==> config.mk <==
export PLATFORM = sky130hd
export DESIGN_NAME = instr_ptr_ctrl
export DESIGN_NICKNAME = d
export VERILOG_FILES = /design/src/rtl/instr_ptr_ctrl.sv
export SDC_FILE = /design/constraint.sdc
export NUM_CORES = 1
export LEC_CHECK = 0
export ABC_AREA = 0
export CAP_MARGIN = 20
export CELL_PAD_IN_SITES_DETAIL_PLACEMENT = 0
export CELL_PAD_IN_SITES_GLOBAL_PLACEMENT = 1
export CORE_ASPECT_RATIO = 0.5
export CORE_MARGIN = 5
export CORE_UTILIZATION = 35
export CTS_CLUSTER_DIAMETER = 150
export CTS_CLUSTER_SIZE = 8
export DETAILED_ROUTE_END_ITERATION = 10
export GPL_TIMING_DRIVEN = 0
export PLACE_DENSITY = 0.85
export SYNTH_ARGS = -nofsm -noshare
export SYNTH_HDL_FRONTEND = slang
export SYNTH_SLANG_ARGS = --single-unit
==> constraint.sdc <==
create_clock -name clk -period 2.7 [get_ports clk]
set_input_delay 0.54 -clock clk [delete_from_list [all_inputs] [get_ports clk]]
set_output_delay 0.54 -clock clk [all_outputs]
set_load 0.01 [all_outputs]
==> src/rtl/instr_ptr_ctrl.sv <==
// -----------------------------------------------------------------------------
// instr_ptr_ctrl
//
// Sequencer for the per-core instruction pointer. It takes decoded flow-control
// requests (jump, call, return, halt) and stalls, and drives the enable,
// load_enable and load_val inputs of instr_ptr. It also holds a hardware
// call/return stack and reports start/halt/error status.
//
// Parameters
//   WIDTH        instruction address width (must match instr_ptr)
//   STACK_DEPTH  number of call-stack entries (>= 1)
//
// Ports
//   clk              core clock
//   reset_n          asynchronous reset, active low
//   start            one-cycle pulse, begin execution at start_addr
//                    (honoured only in IDLE/HALT/ERR)
//   start_addr       program entry address
//   stall            hold the current instruction
//   halt_req         decoded halt/done instruction
//   jump_req         decoded conditional jump
//   jump_cond        jump condition (1 = taken)
//   call_req         decoded call, target on jump_addr
//   ret_req          decoded return
//   jump_addr        jump/call target
//   ptr_in           current fetch address from instr_ptr
//   ptr_enable       -> instr_ptr enable       (combinational)
//   ptr_load_enable  -> instr_ptr load_enable  (combinational)
//   ptr_load_val     -> instr_ptr load_val     (combinational)
//   running          registered, state is RUN
//   halted           registered, state is HALT
//   err              registered, state is ERR
//   err_code         registered, 0 none / 1 stack overflow / 2 stack underflow
//   stack_level      registered count of valid stack entries
// -----------------------------------------------------------------------------
module instr_ptr_ctrl #(
   parameter int WIDTH       = 8,
   parameter int STACK_DEPTH = 4
) (
   input  logic                             clk,
   input  logic                             reset_n,
   input  logic                             start,
   input  logic [WIDTH-1:0]                 start_addr,
   input  logic                             stall,
   input  logic                             halt_req,
   input  logic                             jump_req,
   input  logic                             jump_cond,
   input  logic                             call_req,
   input  logic                             ret_req,
   input  logic [WIDTH-1:0]                 jump_addr,
   input  logic [WIDTH-1:0]                 ptr_in,
   output logic                             ptr_enable,
   output logic                             ptr_load_enable,
   output logic [WIDTH-1:0]                 ptr_load_val,
   output logic                             running,
   output logic                             halted,
   output logic                             err,
   output logic [1:0]                       err_code,
   output logic [$clog2(STACK_DEPTH+1)-1:0] stack_level
);

   localparam int LW = $clog2(STACK_DEPTH + 1);

   typedef enum logic [1:0] {
      ST_IDLE = 2'd0,
      ST_RUN  = 2'd1,
      ST_HALT = 2'd2,
      ST_ERR  = 2'd3
   } state_t;

   localparam logic [1:0]       ERR_NONE = 2'd0;
   localparam logic [1:0]       ERR_OVF  = 2'd1;
   localparam logic [1:0]       ERR_UNF  = 2'd2;
   localparam logic [LW-1:0]    LVL_ZERO = LW'(0);
   localparam logic [LW-1:0]    LVL_ONE  = LW'(1);
   localparam logic [LW-1:0]    LVL_FULL = LW'(STACK_DEPTH);
   localparam logic [WIDTH-1:0] ADDR_ONE = WIDTH'(1);

   state_t            state_r;
   state_t            state_next_s;
   logic [LW-1:0]     level_r;
   logic [LW-1:0]     level_next_s;
   logic [1:0]        err_code_r;
   logic [1:0]        err_code_next_s;
   logic              running_r;
   logic              halted_r;
   logic              err_r;
   logic [WIDTH-1:0]  stack_r [STACK_DEPTH];

   logic              push_s;
   logic              pop_s;
   logic              clear_s;
   logic              enable_s;
   logic              load_enable_s;
   logic [WIDTH-1:0]  load_val_s;
   logic [WIDTH-1:0]  top_s;
   logic [WIDTH-1:0]  ret_addr_s;

   // Return address for a call: the instruction after the call, wrapping silently.
   assign ret_addr_s = ptr_in + ADDR_ONE;

   // Top-of-stack read: the most recent push lives at index level-1.
   always_comb begin
      top_s = '0;
      for (int i = 0; i < STACK_DEPTH; i++) begin
         top_s = (level_r == LW'(i + 1)) ? stack_r[i] : top_s;
      end
   end

   // Next-state and pointer-control decode; one action per RUN cycle.
   always_comb begin
      state_next_s    = state_r;
      err_code_next_s = err_code_r;
      enable_s        = 1'b0;
      load_enable_s   = 1'b0;
      load_val_s      = '0;
      push_s          = 1'b0;
      pop_s           = 1'b0;
      clear_s         = 1'b0;

      case (state_r)
         ST_IDLE, ST_HALT, ST_ERR: begin
            if (start) begin
               enable_s        = 1'b1;
               load_enable_s   = 1'b1;
               load_val_s      = start_addr;
               clear_s         = 1'b1;
               err_code_next_s = ERR_NONE;
               state_next_s    = ST_RUN;
            end else begin
               state_next_s    = state_r;
            end
         end

         ST_RUN: begin
            if (stall) begin
               // Pointer holds; every other request is ignored this cycle.
               enable_s = 1'b0;
            end else if (halt_req) begin
               // Pointer stays on the halt instruction.
               state_next_s = ST_HALT;
            end else if (ret_req) begin
               if (level_r != LVL_ZERO) begin
                  pop_s         = 1'b1;
                  enable_s      = 1'b1;
                  load_enable_s = 1'b1;
                  load_val_s    = top_s;
               end else begin
                  err_code_next_s = ERR_UNF;
                  state_next_s    = ST_ERR;
               end
            end else if (call_req) begin
               if (level_r < LVL_FULL) begin
                  push_s        = 1'b1;
                  enable_s      = 1'b1;
                  load_enable_s = 1'b1;
                  load_val_s    = jump_addr;
               end else begin
                  err_code_next_s = ERR_OVF;
                  state_next_s    = ST_ERR;
               end
            end else if (jump_req && jump_cond) begin
               enable_s      = 1'b1;
               load_enable_s = 1'b1;
               load_val_s    = jump_addr;
            end else begin
               // Plain increment, also covers a not-taken jump.
               enable_s = 1'b1;
            end
         end

         default: begin
            state_next_s = ST_IDLE;
         end
      endcase
   end

   // Stack occupancy update: clear on start, then push/pop move by one.
   always_comb begin
      if (clear_s) begin
         level_next_s = LVL_ZERO;
      end else if (push_s) begin
         level_next_s = level_r + LVL_ONE;
      end else if (pop_s) begin
         level_next_s = level_r - LVL_ONE;
      end else begin
         level_next_s = level_r;
      end
   end

   // State, occupancy and status registers.
   always_ff @(posedge clk or negedge reset_n) begin
      if (!reset_n) begin
         state_r    <= ST_IDLE;
         level_r    <= LVL_ZERO;
         err_code_r <= ERR_NONE;
         running_r  <= 1'b0;
         halted_r   <= 1'b0;
         err_r      <= 1'b0;
      end else begin
         state_r    <= state_next_s;
         level_r    <= level_next_s;
         err_code_r <= err_code_next_s;
         running_r  <= (state_next_s == ST_RUN);
         halted_r   <= (state_next_s == ST_HALT);
         err_r      <= (state_next_s == ST_ERR);
      end
   end

   // Call-stack storage; entries are zeroed on reset and on start.
   always_ff @(posedge clk or negedge reset_n) begin
      if (!reset_n) begin
         for (int i = 0; i < STACK_DEPTH; i++) begin
            stack_r[i] <= '0;
         end
      end else if (clear_s) begin
         for (int i = 0; i < STACK_DEPTH; i++) begin
            stack_r[i] <= '0;
         end
      end else begin
         for (int i = 0; i < STACK_DEPTH; i++) begin
            if (push_s && (level_r == LW'(i))) begin
               stack_r[i] <= ret_addr_s;
            end
         end
      end
   end

   assign ptr_enable      = enable_s;
   assign ptr_load_enable = load_enable_s;
   assign ptr_load_val    = load_val_s;
   assign running         = running_r;
   assign halted          = halted_r;
   assign err             = err_r;
   assign err_code        = err_code_r;
   assign stack_level     = level_r;

endmodule

==> metrics.md <==
| Metric | Value |
|---|---|
| Worst r2r src | `state_r[1]` |
| CP endpoint kind | `output port` |
| Critical path type | `reg -> out` |
| Drt drc | `0` |
| Asr flop ratio synth | `100%` |
| Power share of the clock group | `a little over a fifth` |
| Largest cells by area after synthesis | `dfrtp_1 43%, o21ai_0 4.1%, a221o_2 3.7%` |
| Clk buf depth | `2` |
| Worst Setup SP | `stack_level[0]` |
| Post-synthesis mux area share | `around 7.0%` |
| Pre-antenna DRT Iters | `4` |
| Pint | `1.76 mW` |
| Core ar. | `around 6700 µm²` |
| # fillers | `between 600 and 700` |
| Port buffer count | `49` |
| Starting DRT DRC Count | `roughly 250` |
| Area grow syn2layout | `43.1%` |
| Cts hold-fix bufs | `0` |
| Dpl ws | `-1280 ps` |
| CP Capture Point | `ptr_load_val[1]` |
| Synth Area in Compound Gates | `20.9%` |
| Worst setup margin | `-168 ps` |
| Dpl cell area | `3060 µm²` |
| Multi-input gate area | `1440 µm²` |
| Crit share post-route | `106%` |
| Status | `finished, violations left` |
| Initial antenna violation count | `0` |
| Yosys warns | `0` |
| Via count | `approximately 2300` |
| R2R depth | `5` |
| Mapped Area | `2440 µm²` |
| Yosys top cell area share | `between 40% and 50%` |
| RSZ-0062 raised after global routing | `yes` |
| Top-count cell post-synth | `dfrtp_1` |
| Leakage | `approximately 1.5 nW` |
| Post-layout instance area | `approximately 3500 µm²` |
| N_diodes | `0` |
| Clock Skews | `2.72 ps` |
| Die ar. | `~8900 µm²` |
| Layout cells sized above 1 | `a little over a quarter` |
| Setup_tns | `-1170 ps` |
| Post-synthesis adder-cell area fraction | `3.58%` |
| Top_reg_cell synth | `dfrtp_1` |
| CP required | `2160 ps` |
| CP startpoint kind | `register` |
| Syn_nets | `290` |
| Sequential Power Share | `30.5%` |
| Clock slew at reported path FFs | `approximately 60 ps` |
| Slew @ Worst Pin | `roughly 670 ps` |
| Remaining global-route overflow | `0` |
| Avg WL per Cell | `approximately 18 µm` |
| Top fanout value on the critical path | `6` |
| Post-synthesis simple-gate area fraction | `20.8%` |
| Total power | `approximately 2.8 mW` |
| Switching share of power | `a little under two fifths` |
| # setup viols final | `8` |
| Main combinational cell family by area after synthesis | `compound AO/OA/AOI/OAI gates` |
| Nets | `between 300 and 400` |
| Mean Syn Cell Area | `about 10 µm²` |
| Max cap viols | `0` |
| Global Route Usage Sum | `between 15 and 20%` |
| Max Freq | `around 350 MHz` |
| Slew margin rel. | `between 50% and 60%` |
| CTS tree | `done` |
| Gate Count Post-Synth | `250` |
| Vias in the first global route | `about 2300` |
| First-pass GRT wire length | `11.9 mm` |
| Number of vias per cell | `between 5 and 6` |
| Synth unique cells | `46` |
| Die Ht | `around 69 µm` |
| Register-to-register path setup slack | `around 590 ps` |
| Final Hold Viols | `0` |
| Biggest area consumer among synthesized cells | `dfrtp_1` |
| Root Buffer | `clkbuf_16` |
| Tightest Hold Check Type | `in -> async` |
| Largest net degree at the start of global routing | `41` |
| Worst-skew pair later-pin latency | `about 290 ps` |
| Initial Utilization | `a little over a third` |
| Dpl hpwl | `approximately 5.0 mm` |
| Number of routed nets with antenna violations | `0` |
| Failing checks | `setup timing` |
| Top post-synthesis cells by count | `42 x dfrtp_1, 24 x nor2_1, 20 x o21ai_0, 16 x nand2_1, 16 x nand3_1` |
| Power Density | `between 700 and 800 nW/µm²` |
| Xor and xnor fraction of the mapped netlist area | `under 10%` |
| Sink Count | `42` |
| Htree depth | `2` |
| Reg area | `1050 µm²` |
| Peak VDD IR | `0.320 mV` |
| Slew Limit Fails | `0` |
| Fin util | `just over 50%` |
| Sequential area share after synthesis | `43.0%` |
| Arr. time, crit path | `2330 ps` |
| CTS buffer count | `5` |
| Period minus WS final | `~2900 ps` |
| Switching pwr | `around 1 mW` |
| GP Congestion | `about 0.8` |
| Site Rows | `21` |
| Reg2Reg Capture Point | `stack_r[10]` |
| Io pins | `between 50 and 60` |
| Combinational share of power | `~48%` |
| Final WL | `between 7 and 8 mm` |
| #FFs+latches synth | `between 40 and 50` |
| Post-synth EDFFs | `0` |
| Die width | `128 µm` |
==> metrics by stage <==
step | hold WS [ps] | instances
5_1_grt | 43.4 | 414
6_report | 46.8 | 414
3_5_place_dp | 351 | 392
4_1_cts | 47.1 | 412
3_3_place_gp | 483 | 391
2_1_floorplan | 244 | 250
==> cell families after synthesis <==
group | count (synthesis)
compound gates | 72
buf+inv | 18
simple gates | 90
xor+xnor | 5
fa+ha+maj | 7
mux | 16
flops | 42
==> power groups by stage <==
stage	clock network (mW)	logic [mW]	registers, mW
finish	0.607	1.33	0.851
global route	0.640	1.44	0.866
CTS	0.616	1.26	0.846
detailed placement	0	1.04	0.852
global placement	0	1.01	0.844
floorplan	0	0.614	0.854
==> routing by layer <==
layer | part of all wire [%] | up-vias | track usage [%]
met4 | 1.0 | 0 | 3.76
li1 | - | 1075 | -
met1 | 46 | 1142 | 23.4
met5 | 0 | - | 0
met3 | 5.3 | 9 | 3.47
met2 | 47 | 64 | 26.5
==> cell usage in the layout, fill, tap and decap left out, types with 3 or more instances in the layout <==
cell / netlist / routed
a2111oi_2: 0 / 6
a21oi_1: 15 / 15
a221o_2: 8 / 8
a221oi_1: 9 / 3
a221oi_2: 0 / 5
buf_12: 0 / 3
buf_2: 3 / 3
buf_4: 0 / 12
buf_6: 0 / 12
clkbuf_1: 9 / 7
clkbuf_16: 0 / 5
clkdlybuf4s50_1: 0 / 35
dfrtp_1: 42 / 42
dlygate4sd2_1: 0 / 5
ha_1: 7 / 4
inv_1: 5 / 4
mux2_2: 8 / 8
mux2i_1: 8 / 8
nand2_1: 16 / 16
nand2b_1: 5 / 4
nand3_1: 16 / 16
nand3_2: 4 / 4
nor2_1: 24 / 24
o21a_1: 3 / 3
o21ai_0: 20 / 20
or2_2: 5 / 4
xor2_1: 5 / 5
==> flip-flops by register name, summed over array words and instances, names as in the netlist <==
register,flops
halted,1
stack_level,3
running,1
err,1
stack_r,32
state_r,2
err_code,2
==> repair_timing <==
| item | in CTS | in global routing |
|---|---|---|
| setup endpoints to repair | 10 | 8 |
| pin swaps | 5 | 3 |
| buffers inserted | 14 | 2 |
| gates cloned | 0 | 0 |
| hold endpoints to repair | 0 | 0 |
| resized for setup | 75 | 9 |
==> worst min path at each step <==
stage | startpoint | to | cells after the start
final | reset_n | stack_r[0] | 1
after global routing | reset_n | stack_r[0] | 1
after CTS | reset_n | stack_r[0] | 1
after detailed placement | reset_n | stack_r[0] | 1
after global placement | stack_r[23] | stack_r[23] | 2
after floorplan | reset_n | err | 0
==> area by class of cell <==
| cell class | count | share of cell area (%) |
|---|---|---|
| inverters | 5 | 0.537 |
| clock inverters | 1 | 0.143 |
| repair buffers | 66 | 19.0 |
| well taps | 92 | 3.29 |
| flip-flops and latches | 42 | 30.1 |
| clock buffers | 7 | 4.08 |
| multi-input cells | 190 | 41.2 |
| plain buffers | 11 | 1.61 |
==> critical path: stages (launching register included) <==
cell and delay (ps):
dfrtp_1 420, ha_2 230, ha_4 160, or2_4 260, o211ai_1 160, buf_4 200, buf_6 120, a2111oi_1 40
a221o_2 330, buf_6 130
No activity file was read; power rests on OpenSTA's default activity.
